### config.mk
export PLATFORM = sky130hd
export DESIGN_NAME = flag_event_sender
export DESIGN_NICKNAME = d
export VERILOG_FILES = /design/src/rtl/flag_event_sender.sv
export SDC_FILE = /design/constraint.sdc
export NUM_CORES = 1
export LEC_CHECK = 0
export ABC_CLOCK_PERIOD_IN_PS = 2300
export CAP_MARGIN = 20
export CORE_AREA = 2 2 58 60
export CTS_CLUSTER_SIZE = 10
export DETAILED_ROUTE_END_ITERATION = 16
export DIE_AREA = 0 0 60 62
export PLACE_DENSITY_LB_ADDON = 0.2
export SYNTH_ARGS = -nofsm -noshare
export SYNTH_HDL_FRONTEND = slang
export SYNTH_SLANG_ARGS = --single-unit
### constraint.sdc
create_clock -name clkA -period 2.3 [get_ports clkA]
set_input_delay 0.345 -clock clkA [delete_from_list [all_inputs] [get_ports clkA]]
set_output_delay 0.345 -clock clkA [all_outputs]
set_load 0.05 [all_outputs]
### src/rtl/flag_event_sender.sv
// Event-to-flag sender: queues single-cycle event requests and issues one flag
// pulse per event, waiting for the flag crossing's Busy rise/fall handshake.
//
// state     | meaning
// IDLE      | no handshake in flight; issues when events are queued and Busy is low
// ISSUE     | FlagIn_clkA high for exactly one cycle
// WAIT_BUSY | waiting for Busy_clkA to rise
// WAIT_ACK  | waiting for Busy_clkA to fall
module flag_event_sender #(
  parameter int CNT_W   = 4,
  parameter int TIMEOUT = 1023,
  parameter int TO_W    = 10
) (
  input  logic             clkA,
  input  logic             rstA_n,
  input  logic             EventIn_clkA,
  input  logic             Busy_clkA,
  input  logic             ClearErr_clkA,
  output logic             FlagIn_clkA,
  output logic [CNT_W-1:0] Pending_clkA,
  output logic             Overflow_clkA,
  output logic             Timeout_clkA,
  output logic             Idle_clkA
);

  typedef enum logic [1:0] {
    IDLE      = 2'd0,
    ISSUE     = 2'd1,
    WAIT_BUSY = 2'd2,
    WAIT_ACK  = 2'd3
  } state_e;

  localparam logic [CNT_W-1:0] PEND_MAX = '1;
  localparam logic [TO_W-1:0]  TO_LIMIT = TO_W'(TIMEOUT);

  state_e           state_q, state_d;
  logic [CNT_W-1:0] pend_q, pend_d;
  logic [TO_W-1:0]  to_cnt_q, to_cnt_d, to_cnt_inc;
  logic             ovf_q, ovf_d;
  logic             tmo_q, tmo_d;
  logic             flag_q, flag_d;
  logic             idle_q, idle_d;
  logic             issue;
  logic             ovf_set;
  logic             tmo_set;

  assign issue      = (state_q == IDLE) && (pend_q != '0) && !Busy_clkA;
  assign to_cnt_inc = to_cnt_q + 1'b1;

  // Timeout is checked before handshake progress so the wait never exceeds TIMEOUT cycles.
  always_comb begin
    state_d  = state_q;
    to_cnt_d = to_cnt_q;
    tmo_set  = 1'b0;
    case (state_q)
      IDLE: begin
        if (issue) begin
          state_d  = ISSUE;
          to_cnt_d = '0;
        end
      end
      ISSUE: begin
        state_d = WAIT_BUSY;
      end
      WAIT_BUSY: begin
        to_cnt_d = to_cnt_inc;
        if (to_cnt_inc == TO_LIMIT) begin
          state_d = IDLE;
          tmo_set = 1'b1;
        end else if (Busy_clkA) begin
          state_d = WAIT_ACK;
        end
      end
      WAIT_ACK: begin
        to_cnt_d = to_cnt_inc;
        if (to_cnt_inc == TO_LIMIT) begin
          state_d = IDLE;
          tmo_set = 1'b1;
        end else if (!Busy_clkA) begin
          state_d = IDLE;
        end
      end
      default: begin
        state_d = IDLE;
      end
    endcase
  end

  // A simultaneous event and issue cancel out; a full counter drops the event.
  always_comb begin
    pend_d  = pend_q;
    ovf_set = 1'b0;
    if (EventIn_clkA && !issue) begin
      if (pend_q == PEND_MAX) begin
        ovf_set = 1'b1;
      end else begin
        pend_d = pend_q + 1'b1;
      end
    end else if (!EventIn_clkA && issue) begin
      pend_d = pend_q - 1'b1;
    end
  end

  assign ovf_d  = ovf_set | (ovf_q & ~ClearErr_clkA);
  assign tmo_d  = tmo_set | (tmo_q & ~ClearErr_clkA);
  assign flag_d = (state_d == ISSUE);
  assign idle_d = (state_d == IDLE) && (pend_d == '0);

  always_ff @(posedge clkA or negedge rstA_n) begin
    if (!rstA_n) begin
      state_q  <= IDLE;
      pend_q   <= '0;
      to_cnt_q <= '0;
      ovf_q    <= 1'b0;
      tmo_q    <= 1'b0;
      flag_q   <= 1'b0;
      idle_q   <= 1'b1;
    end else begin
      state_q  <= state_d;
      pend_q   <= pend_d;
      to_cnt_q <= to_cnt_d;
      ovf_q    <= ovf_d;
      tmo_q    <= tmo_d;
      flag_q   <= flag_d;
      idle_q   <= idle_d;
    end
  end

  assign FlagIn_clkA   = flag_q;
  assign Pending_clkA  = pend_q;
  assign Overflow_clkA = ovf_q;
  assign Timeout_clkA  = tmo_q;
  assign Idle_clkA     = idle_q;

endmodule

### After elaboration in Yosys (flattened, before gate mapping)

Index checks and enable logic that the tools add are counted.

| cells by class | value |
|---|---|
| add/sub/neg operators | 3 |
| eq/ne operators | 7 |
| muxes and demuxes | 15 |
| bitwise operators | 5 |
| reductions and logical operators | 15 |

Operator list:

| cell | count |
|---|---|
| $pmux 10 s2 | 1 |
| $mux 4 | 3 |
| $add 10x1->10 const B | 1 |
| $eq 10x10->1 const B | 1 |
| $mux 10 | 1 |
| $mux 2 | 5 |
| $pmux 2 s4 | 1 |
| $logic_and 1x1->1 | 5 |
| $add 4x1->4 const B | 1 |
| $eq 2x1->1 const B | 2 |
| $eq 2x2->1 const B | 2 |
| $eq 4x4->1 const B | 1 |
| $logic_not 2->1 | 2 |
| $logic_not 4->1 | 1 |
| $mux 1 | 4 |
| $reduce_bool 4->1 | 1 |
| $sub 4x1->4 const B | 1 |
| $logic_not 1->1 | 3 |
| $and 1x1->1 | 2 |
| $ne 2x2->1 const B | 1 |
| $or 1x1->1 | 2 |
| $reduce_and 2->1 | 1 |
| $reduce_bool 2->1 | 1 |
| $reduce_or 2->1 | 1 |
| $not 1->1 | 1 |

| storage, ports and cells | value |
|---|---|
| register bits after elaboration | 20 |
| input bits | 5 |
| logic and storage cells | 52 |

### Longest topological paths before layout

Gate-level depths: netlist of run 1.

| depth | value |
|---|---|
| depth after elaboration | 8 |
| gate-level depth with buffers | 8 |
| mapped depth without buffers | 7 |

### Least setup slack after synthesis of run 1

Ideal clock, no wire load.

| path | value |
|---|---|
| kind | register to register |
| start point | register pend_q[1], in the netlist Pending_clkA[1] |
| end point | register pend_q[3], in the netlist Pending_clkA[3] |
| setup time | 0.128 ns |
| arrival time | 1.925 ns |
| slack | 0.246 ns |
| cell stages (with the launch flop) | 9 |
| cell sequence | dfrtp_1 inv_1 ha_1 or3b_2 nand2_1 buf_2 nor2_1 o21ai_0 o31ai_1 |

| on the way | value |
|---|---|
| longest elaborated chain between the ends | 6 |

RTL lines:

| element | line | RTL |
|---|---|---|
| start: declaration | 37 | `logic [CNT_W-1:0] pend_q, pend_d;` |
| start signal: assignment | 120 | `pend_q <= pend_d;` |
| parallel branches: the longest is 5 deep, another holds $sub 4x1->4 | - |  |
| $mux 4 (*) | 93 | `if (EventIn_clkA && !issue) begin` |
| net pend_d[3] | 37 |  |

Mark *: on every way through the listed nets, which the timed path passes.
A chain may end at the register's enable or synchronous reset.

### Worst setup path in the final report of run 1

| path | value |
|---|---|
| start point | register pend_q[0], in the netlist Pending_clkA[0] |
| end point | register idle_q, in the netlist Idle_clkA |

| on the way | value |
|---|---|
| longest elaborated chain between the ends | 8 |

RTL lines:

| element | line | RTL |
|---|---|---|
| parallel branches: the longest is 7 deep, another holds $sub 4x1->4 | - |  |
| $logic_and 1x1->1 (*) | 107 | `assign idle_d = (state_d == IDLE) && (pend_d == '0);` |
| net idle_d | 42 | `logic idle_q, idle_d;` |
| end signal: assignment | 125 | `idle_q <= idle_d;` |
| end: declaration | 42 |  |

Marked as above.

==> results of run 1 <==
[routing by layer]
metal  vias to the layer above  global-route usage [%]  wire length [µm]
met5                         -                       0                 0
met4                         0                   6.349                19
met3                         2                   3.106                80
met2                        21                   27.33              1222
met1                       501                   19.64              1226
li1                        521                       -                 -
[power by group through the flow]
stage | clock network (W) | logic, W | registers (W)
global route | 0.000232 | 0.00105 | 0.000733
floorplan | 0 | 0.000546 | 0.000824
CTS | 0.000214 | 0.000943 | 0.000704
detailed placement | 0 | 0.000938 | 0.000710
finish | 0.000200 | 0.000936 | 0.000707
global placement | 0 | 0.000925 | 0.000705
[flip-flops by register name, summed over array words and instances (netlist names)]
register / cells
to_cnt_q: 10
Pending_clkA: 4
state_q: 2
FlagIn_clkA: 1
Idle_clkA: 1
Overflow_clkA: 1
Timeout_clkA: 1
[cell families (layout without fill, tap and decap cells)]
group,Yosys count,count (layout)
simple gates,54,54
compound gates,32,32
flops,20,20
buf+inv,14,31
xor+xnor,8,8
fa+ha+maj,4,4
mux,1,1
[worst reg2reg max path, delay by kind of cell, from the launching register on]
| family | cells | cell delay, ns |
|---|---|---|
| DFF | 1 | 0.48 |
| and+or+nand+nor | 2 | 0.57 |
| AOI/OAI and AO/OA | 3 | 0.52 |
| buffers and inverters | 2 | 0.29 |
| adders and majority gates | 1 | 0.17 |
[cell type report]
cell class | count | area (µm²) | area share (%)
well taps | 46 | 57.56 | 3.986
flip-flops and latches | 20 | 501.7 | 34.75
multi-input cells | 99 | 649.4 | 44.97
clock buffers | 4 | 36.28 | 2.513
repair buffers | 18 | 165.2 | 11.44
inverters | 9 | 33.78 | 2.340
[per-stage QoR]
stage	util, %	power (W)
6_report	45.42	0.001843
2_1_floorplan	-	0.001370
3_3_place_gp	44.27	0.001630
4_1_cts	45.42	0.001861
5_1_grt	45.42	0.002011
3_5_place_dp	44.27	0.001648
[cell usage in the layout (no fill, tap or decap), types with 4 or more instances in the layout]
cell type	count
o22ai_1	4
dfrtp_1	19
nand2_1	18
nor2_1	7
inv_1	9
nor3_1	4
xnor2_1	5
clkdlybuf4s50_1	12
buf_4	6
ha_1	4
nand3_1	6
o21ai_0	8
a21oi_1	6
[worst max path at each step]
stage               startpoint              end  cells past startpoint
5_1_grt        Pending_clkA[0]        Idle_clkA                      8
3_3_place_gp         Busy_clkA        Idle_clkA                      6
2_1_floorplan  Pending_clkA[1]  Pending_clkA[3]                      8
4_1_cts        Pending_clkA[0]        Idle_clkA                      8
3_5_place_dp         Busy_clkA        Idle_clkA                      6
6_report       Pending_clkA[0]        Idle_clkA                      8
==> results.json, run 1 <==
{
  "dp.cells": 192,
  "p_sw_w": 0.0008721,
  "status": "completed",
  "pwr-share-clk_pct": 10.9,
  "drt-total-wl_um": 2548,
  "fmaxAchievable_mhz": 485.6,
  "max_cap_viol_count": 0,
  "synth-xor-area-share_pct": 5.803,
  "critPathArrivalTime_ns": 2.30,
  "yosysWarningCount": 0,
  "synth_top_family_by_area": "simple AND/OR/NAND/NOR gates",
  "fin_crit_ns": 2.059,
  "pre_cts_ws_ns": 0.1516,
  "post_drt_via_cell_ratio": 5.332,
  "synth_flop_cell": "dfrtp_1",
  "ant_nets": 0,
  "gr-total-overflow": 0,
  "p_int_w": 0.0009710,
  "crit_path_start_kind": "flop",
  "reg2reg_from": "Pending_clkA[0]",
  "start_util_pct": 37.98,
  "cp_slowest_stage_delay_ns": 0.48,
  "h-tree-depth": 1,
  "netlist.area_leader.share_pct": 39.38,
  "yosysMostFrequentCell": "dfrtp_1",
  "comb_power_share_pct": 50.8,
  "vias": 1045,
  "grt.total_usage_pct": 15.89,
  "syn_area_per_cell_um2": 9.078,
  "timing.final.hold_violations": 0,
  "synth_compound_area_share_pct": 18.03,
  "clock_path_buffers": 2,
  "gp_congestion": 0.8143,
  "synthArstFlopShare_pct": 100.0,
  "fin_hold_ws_ns": 0.3798,
  "crit_chain": "inv_1 > ha_1 > or3b_2 > nand2_1 > buf_4 > o221a_2 > o211a_1 > o311a_1",
  "postCtsHoldBufs": 0,
  "hold_class": "in2async",
  "cts_tree": "built",
  "post-cts-setup-buffers": 0,
  "netlist-cell-type-count": 40,
  "post-synth-top-area-cell": "dfrtp_1",
  "finalNetCount": 160,
  "critPathTopFamily": "simple AND/OR/NAND/NOR gates",
  "end_kind": "flop",
  "swShare_pct": 47.32,
  "die_h_um": 62,
  "dp.final_hpwl_um": 1848,
  "finalSetupTns_ns": 0,
  "die_area_um2": 3720,
  "ys_seq_area_share_pct": 41.55,
  "num_antenna_cells": 0,
  "p_seq_share_pct": 38.4,
  "muxShareOfSynthArea_pct": 0.8290,
  "fin_area_um2": 1444,
  "stdcell_count": 196,
  "fin_ws_ns": 0.2407,
  "dr.pass1.iters": 4,
  "post-route-drc-count": 0,
  "finClkSkew_ns": 0.003725,
  "cp_max_fo": 12,
  "cts_resized": 0,
  "first_global_vias": 1034,
  "worst_slew_pin_slew_ns": 0.5060,
  "cts-root-buf": "clkbuf_4",
  "setup_viol": 0,
  "ios": 13,
  "worst_ir_drop_vdd_uv": 533.0,
  "syn-cell-area_um2": 1207,
  "synth_area_leaders": "dfrtp_1 39%, nand2_1 5.6%, ha_1 4.1%",
  "synthTopCellsByCount": "19 x dfrtp_1, 18 x nand2_1, 9 x inv_1, 8 x o21ai_0, 7 x nor2_1",
  "relSlewSlack_pct": 66.16,
  "crit_slowest_cell": "dfrtp_1",
  "synth_nets": 142,
  "io_buffer_count": 12,
  "rsz0062_at_grt": "no",
  "criticalPathCategory": "reg2reg",
  "synthAdderAreaFrac_pct": 4.145,
  "dr.first_iter.drc_count": 33,
  "synthCells": 133,
  "worst_ep_required_time_ns": 2.54,
  "synthSimpleGateAreaFrac_pct": 24.97,
  "timing.final.crit_share_pct": 89.54,
  "area_growth_pct": 19.59,
  "worst-path-buf-inv": 2,
  "avgRoutedWirePerCell_um": 13.00,
  "grt_pass1_wl_um": 4478,
  "clock_latency_ns": 0.29,
  "grt_max_degree": 21,
  "place_area_um2": 1408,
  "power_density_nw_per_um2": 1276,
  "slew_viol_final": 0,
  "antenna_found_initial": 0,
  "row_count": 21,
  "fillers": 313,
  "r2r-end": "Idle_clkA",
  "cellLeakagePower_nw": 0.6322,
  "synth_edf_count": 0,
  "rr_worst_depth": 8,
  "r2r_slack_ns": 0.24,
  "chipWidth_um": 60,
  "cts_buffers": 3,
  "synth_seq_cells": 20,
  "core_area_um2": 3179,
  "clk_pin_slew_ns": 0.11,
  "cts_sinks": 20,
  "layout-drive-gt1-share_pct": 12.67
}
Power figures use the tool's default switching activity.
==> run 2: changes to the inputs <==
- ABC_CLOCK_PERIOD_IN_PS: 2300 -> 2200
- REMOVE_ABC_BUFFERS: unset -> 1
- clock period: 2.3 -> 2.2 ns (I/O delays scaled with it)
==> results.json, run 2 (synthesis results as in run 1) <==
{
  "row_count": 21,
  "cp_max_fo": 9,
  "fillers": 307,
  "status": "completed",
  "crit_slowest_cell": "clkdlybuf4s50_1",
  "cts_tree": "built",
  "clock_path_buffers": 2,
  "core_area_um2": 3179,
  "antenna_found_initial": 0,
  "cellLeakagePower_nw": 0.6536,
  "dp.final_hpwl_um": 1953,
  "layout_commonest_cell": "dfrtp_1",
  "h-tree-depth": 1,
  "clock_latency_ns": 0.31,
  "cts-root-buf": "clkbuf_4",
  "worst-path-buf-inv": 1,
  "drt-total-wl_um": 2715,
  "cts_resized": 0,
  "critPathArrivalTime_ns": 1.67,
  "finClkSkew_ns": 0.01343,
  "ios": 13,
  "avgRoutedWirePerCell_um": 13.64,
  "mostFrequentLayoutCells": "19 x dfrtp_1, 18 x nand2_1, 12 x clkdlybuf4s50_1, 9 x inv_1, 9 x buf_4",
  "grt_pass1_wl_um": 4740,
  "comb_power_share_pct": 50.0,
  "p_sw_w": 0.0009528,
  "cp_slowest_stage_delay_ns": 0.86,
  "max_cap_viol_count": 0,
  "top_register": "to_cnt_q",
  "worst_ep_required_time_ns": 1.87,
  "dr.first_iter.drc_count": 79,
  "chipWidth_um": 60,
  "rsz0062_at_grt": "no",
  "largest_reg_flops": 10,
  "area_growth_pct": 22.80,
  "vias": 1051,
  "start_util_pct": 37.98,
  "gr-total-overflow": 0,
  "setup_viol": 0,
  "fin_crit_ns": 1.998,
  "critPathTopFamily": "buffers and inverters",
  "fmaxAchievable_mhz": 500.5,
  "dr.pass1.iters": 4,
  "grt.total_usage_pct": 16.97,
  "die_area_um2": 3720,
  "pre_cts_ws_ns": 0.08801,
  "post_drt_via_cell_ratio": 5.281,
  "gp_congestion": 0.8224,
  "p_int_w": 0.001122,
  "timing.final.crit_share_pct": 90.82,
  "post-cts-setup-buffers": 0,
  "p_total_w": 0.002075,
  "swShare_pct": 45.92,
  "fin_ws_ns": 0.2019,
  "die_h_um": 62,
  "worst_ir_drop_vdd_uv": 360.9,
  "cts_buffers": 3,
  "layout-drive-gt1-share_pct": 14.38,
  "post-route-drc-count": 0,
  "worst_slew_pin_slew_ns": 0.4927,
  "relSlewSlack_pct": 67.05,
  "crit_path_start_kind": "flop",
  "slew_viol_final": 0,
  "cts_sinks": 20,
  "pwr-share-clk_pct": 14.9,
  "power_density_nw_per_um2": 1399,
  "hold_class": "in2async",
  "finalSetupTns_ns": 0,
  "postCtsHoldBufs": 0,
  "grt_max_degree": 21,
  "criticalPathCategory": "reg2out",
  "finalNetCount": 163,
  "end_kind": "output port",
  "num_antenna_cells": 0,
  "timing.final.hold_violations": 0,
  "first_global_vias": 1014,
  "p_seq_share_pct": 35.1,
  "clk_pin_slew_ns": 0.13,
  "crit_chain": "clkdlybuf4s50_1",
  "fin_hold_ws_ns": 0.3518,
  "io_buffer_count": 12,
  "ant_nets": 0
}
[run 2: cell types whose count changed in the layout (fill, tap and decap cells not counted)]
cell / delta
bufinv_16: +1
clkbuf_8: -1
buf_4: +3
[run 2: area by class of cell]
cell class              instances  area (µm²)  area share (%)
clock inverters                 1       30.03           2.025
repair buffers                 21       187.7           12.66
clock buffers                   3       22.52           1.519
inverters                       9       33.78           2.278
flip-flops and latches         20       501.7           33.84
multi-input cells              99       649.4           43.80
well taps                      46       57.56           3.882
[run 2: power by group through the flow]
stage | registers, W | logic (W) | clock network, W
global placement | 0.000721 | 0.00101 | 0
floorplan | 0.000888 | 0.000520 | 0
global route | 0.000761 | 0.00114 | 0.000338
detailed placement | 0.000733 | 0.00104 | 0
finish | 0.000728 | 0.00104 | 0.000310
CTS | 0.000725 | 0.00104 | 0.000319
[run 2: worst register-to-register path, cell delays in order, from the launching register on]
cell and delay [ns]:
dfrtp_1 0.46, inv_1 0.10, ha_1 0.18, or3b_2 0.47
a21oi_1 0.25, o211a_1 0.19, o211a_1 0.13, o311a_1 0.15
[run 2: layer usage]
| metal | wire length (µm) | global-route usage (%) | up-vias |
|---|---|---|---|
| met5 | 0 | 0 | - |
| met4 | 22 | 5.714 | 0 |
| met3 | 94 | 2.692 | 2 |
| met2 | 1214 | 25.16 | 15 |
| met1 | 1384 | 25.13 | 514 |
| li1 | - | - | 520 |
[run 2: path summary, 6_finish.rpt]
kind,end,startpoint,slack [ns],cells after the start
hold / removal,to_cnt_q[1],rstA_n,0.35,2
hold reg to reg,Overflow_clkA,Overflow_clkA,0.50,1
setup / recovery,Pending_clkA[2],Pending_clkA[2],0.20,1
setup reg to reg,Idle_clkA,Pending_clkA[1],0.23,7
min in group clkA,Overflow_clkA,Overflow_clkA,0.50,1
max in group asynchronous,Idle_clkA,rstA_n,1.56,2
[run 2: metrics by stage]
| stage | instances | cell area [µm²] | util (%) |
|---|---|---|---|
| after detailed placement | 195 | 1430 | 44.98 |
| final | 199 | 1483 | 46.64 |
| after floorplan | 128 | 1185 | - |
| after global routing | 199 | 1483 | 46.64 |
| after CTS | 199 | 1483 | 46.64 |
| after global placement | 195 | 1430 | 44.98 |
==> run 3: changes to the inputs <==
- PLACE_DENSITY: unset -> 0.6
- PLACE_DENSITY_LB_ADDON: 0.2 -> unset
- SKIP_CTS_REPAIR_TIMING: unset -> 1
==> results.json, run 3 (synthesis results as in run 1) <==
{
  "status": "completed",
  "r2r-end": "Idle_clkA",
  "crit_chain": "clkdlybuf4s50_1",
  "criticalPathCategory": "reg2out",
  "worst_slew_pin_slew_ns": 0.5079,
  "worst_ir_drop_vdd_uv": 604.7,
  "clock_path_buffers": 2,
  "cts_sinks": 20,
  "timing.final.crit_share_pct": 91.08,
  "dr.first_iter.drc_count": 34,
  "io_buffer_count": 12,
  "chipWidth_um": 60,
  "start_util_pct": 37.98,
  "dr.pass1.iters": 5,
  "rsz0062_at_grt": "no",
  "post-route-drc-count": 0,
  "relSlewSlack_pct": 66.04,
  "largest_reg_flops": 10,
  "fin_hold_ws_ns": 0.3512,
  "place_area_um2": 1430,
  "gr-total-overflow": 0,
  "top_register": "to_cnt_q",
  "grt.total_usage_pct": 16.93,
  "dp.final_hpwl_um": 1918,
  "grt_max_degree": 21,
  "power_density_nw_per_um2": 1345,
  "setup_viol": 0,
  "pwr-share-clk_pct": 9.6,
  "fmaxAchievable_mhz": 499.1,
  "die_h_um": 62,
  "clk_pin_slew_ns": 0.12,
  "worst_ep_required_time_ns": 1.87,
  "cp_slowest_stage_delay_ns": 0.86,
  "cp_max_fo": 9,
  "reg2reg_from": "Pending_clkA[1]",
  "layout_commonest_cell": "dfrtp_1",
  "core_area_um2": 3179,
  "post_drt_via_cell_ratio": 5.141,
  "finalSetupTns_ns": 0,
  "comb_power_share_pct": 54.0,
  "crit_slowest_cell": "clkdlybuf4s50_1",
  "ios": 13,
  "cts_tree": "built",
  "ant_nets": 0,
  "grt_pass1_wl_um": 4657,
  "swShare_pct": 48.20,
  "critPathTopFamily": "buffers and inverters",
  "row_count": 21,
  "max_cap_viol_count": 0,
  "p_sw_w": 0.0009438,
  "cts_buffers": 3,
  "p_seq_share_pct": 36.4,
  "end_kind": "output port",
  "avgRoutedWirePerCell_um": 13.62,
  "first_global_vias": 975,
  "num_antenna_cells": 0,
  "worst-path-buf-inv": 1,
  "layout-drive-gt1-share_pct": 13.73,
  "clock_latency_ns": 0.30,
  "die_area_um2": 3720,
  "area_growth_pct": 20.62,
  "rr_worst_depth": 8,
  "antenna_found_initial": 0,
  "mostFrequentLayoutCells": "19 x dfrtp_1, 18 x nand2_1, 12 x clkdlybuf4s50_1, 9 x inv_1, 9 x buf_4",
  "crit_path_start_kind": "flop",
  "cellLeakagePower_nw": 0.6410,
  "finClkSkew_ns": 0.001678,
  "critPathArrivalTime_ns": 1.67,
  "timing.final.hold_violations": 0,
  "slew_viol_final": 0,
  "r2r_slack_ns": 0.21,
  "vias": 1023,
  "cts-root-buf": "clkbuf_4",
  "gp_congestion": 0.9589,
  "drt-total-wl_um": 2711,
  "post-route-util_pct": 45.81,
  "fin_ws_ns": 0.1963,
  "finalNetCount": 163,
  "h-tree-depth": 1,
  "hold_class": "in2async",
  "fin_crit_ns": 2.004,
  "p_int_w": 0.001014,
  "fin_area_um2": 1456,
  "pre_cts_ws_ns": 0.07369
}
==> run 3: changes by cell type in the layout (fill, tap and decap cells not counted), sizes merged <==
cell    delta
bufinv     -1
clkbuf     +1
==> run 3: per-layer routing <==
layer  GRT usage [%]  part of all wire, %
met2           23.76                   42
met5               0                    0
met3           2.277                  2.5
met1           25.45                   53
met4           8.254                  2.2
==> run 3: power by group through the flow <==
stage	Clock (W)	Sequential, W	Combinational [W]
after floorplan	0	0.000888	0.000520
after global placement	0	0.000711	0.00105
after detailed placement	0	0.000714	0.00105
after CTS	0.000202	0.000707	0.00106
after global routing	0.000220	0.000740	0.00116
final	0.000189	0.000713	0.00106
==> run 3: per-stage QoR <==
| stage | total power (W) | instances |
|---|---|---|
| 2_1_floorplan | 0.001407 | 128 |
| 3_3_place_gp | 0.001760 | 195 |
| 3_5_place_dp | 0.001768 | 195 |
| 4_1_cts | 0.001967 | 199 |
| 5_1_grt | 0.002121 | 199 |
| 6_report | 0.001958 | 199 |
==> run 3: worst max path at each step <==
stage	startpoint	to	slack, ns	cells after the start
2_1_floorplan	Pending_clkA[1]	Idle_clkA	0.04	7
3_3_place_gp	Busy_clkA	Idle_clkA	0.10	8
3_5_place_dp	Busy_clkA	Idle_clkA	0.07	6
4_1_cts	Pending_clkA[2]	Pending_clkA[2]	0.18	1
5_1_grt	Pending_clkA[1]	Idle_clkA	0.06	8
6_report	Pending_clkA[2]	Pending_clkA[2]	0.20	1
==> run 3: layout make-up <==
class	count	area, µm²
Fill cell	320	1723
Multi-Input combinational cell	99	649.4
Sequential cell	20	501.7
Timing Repair Buffer	21	187.7
Tap cell	46	57.56
Inverter	9	33.78
Clock buffer	4	26.28
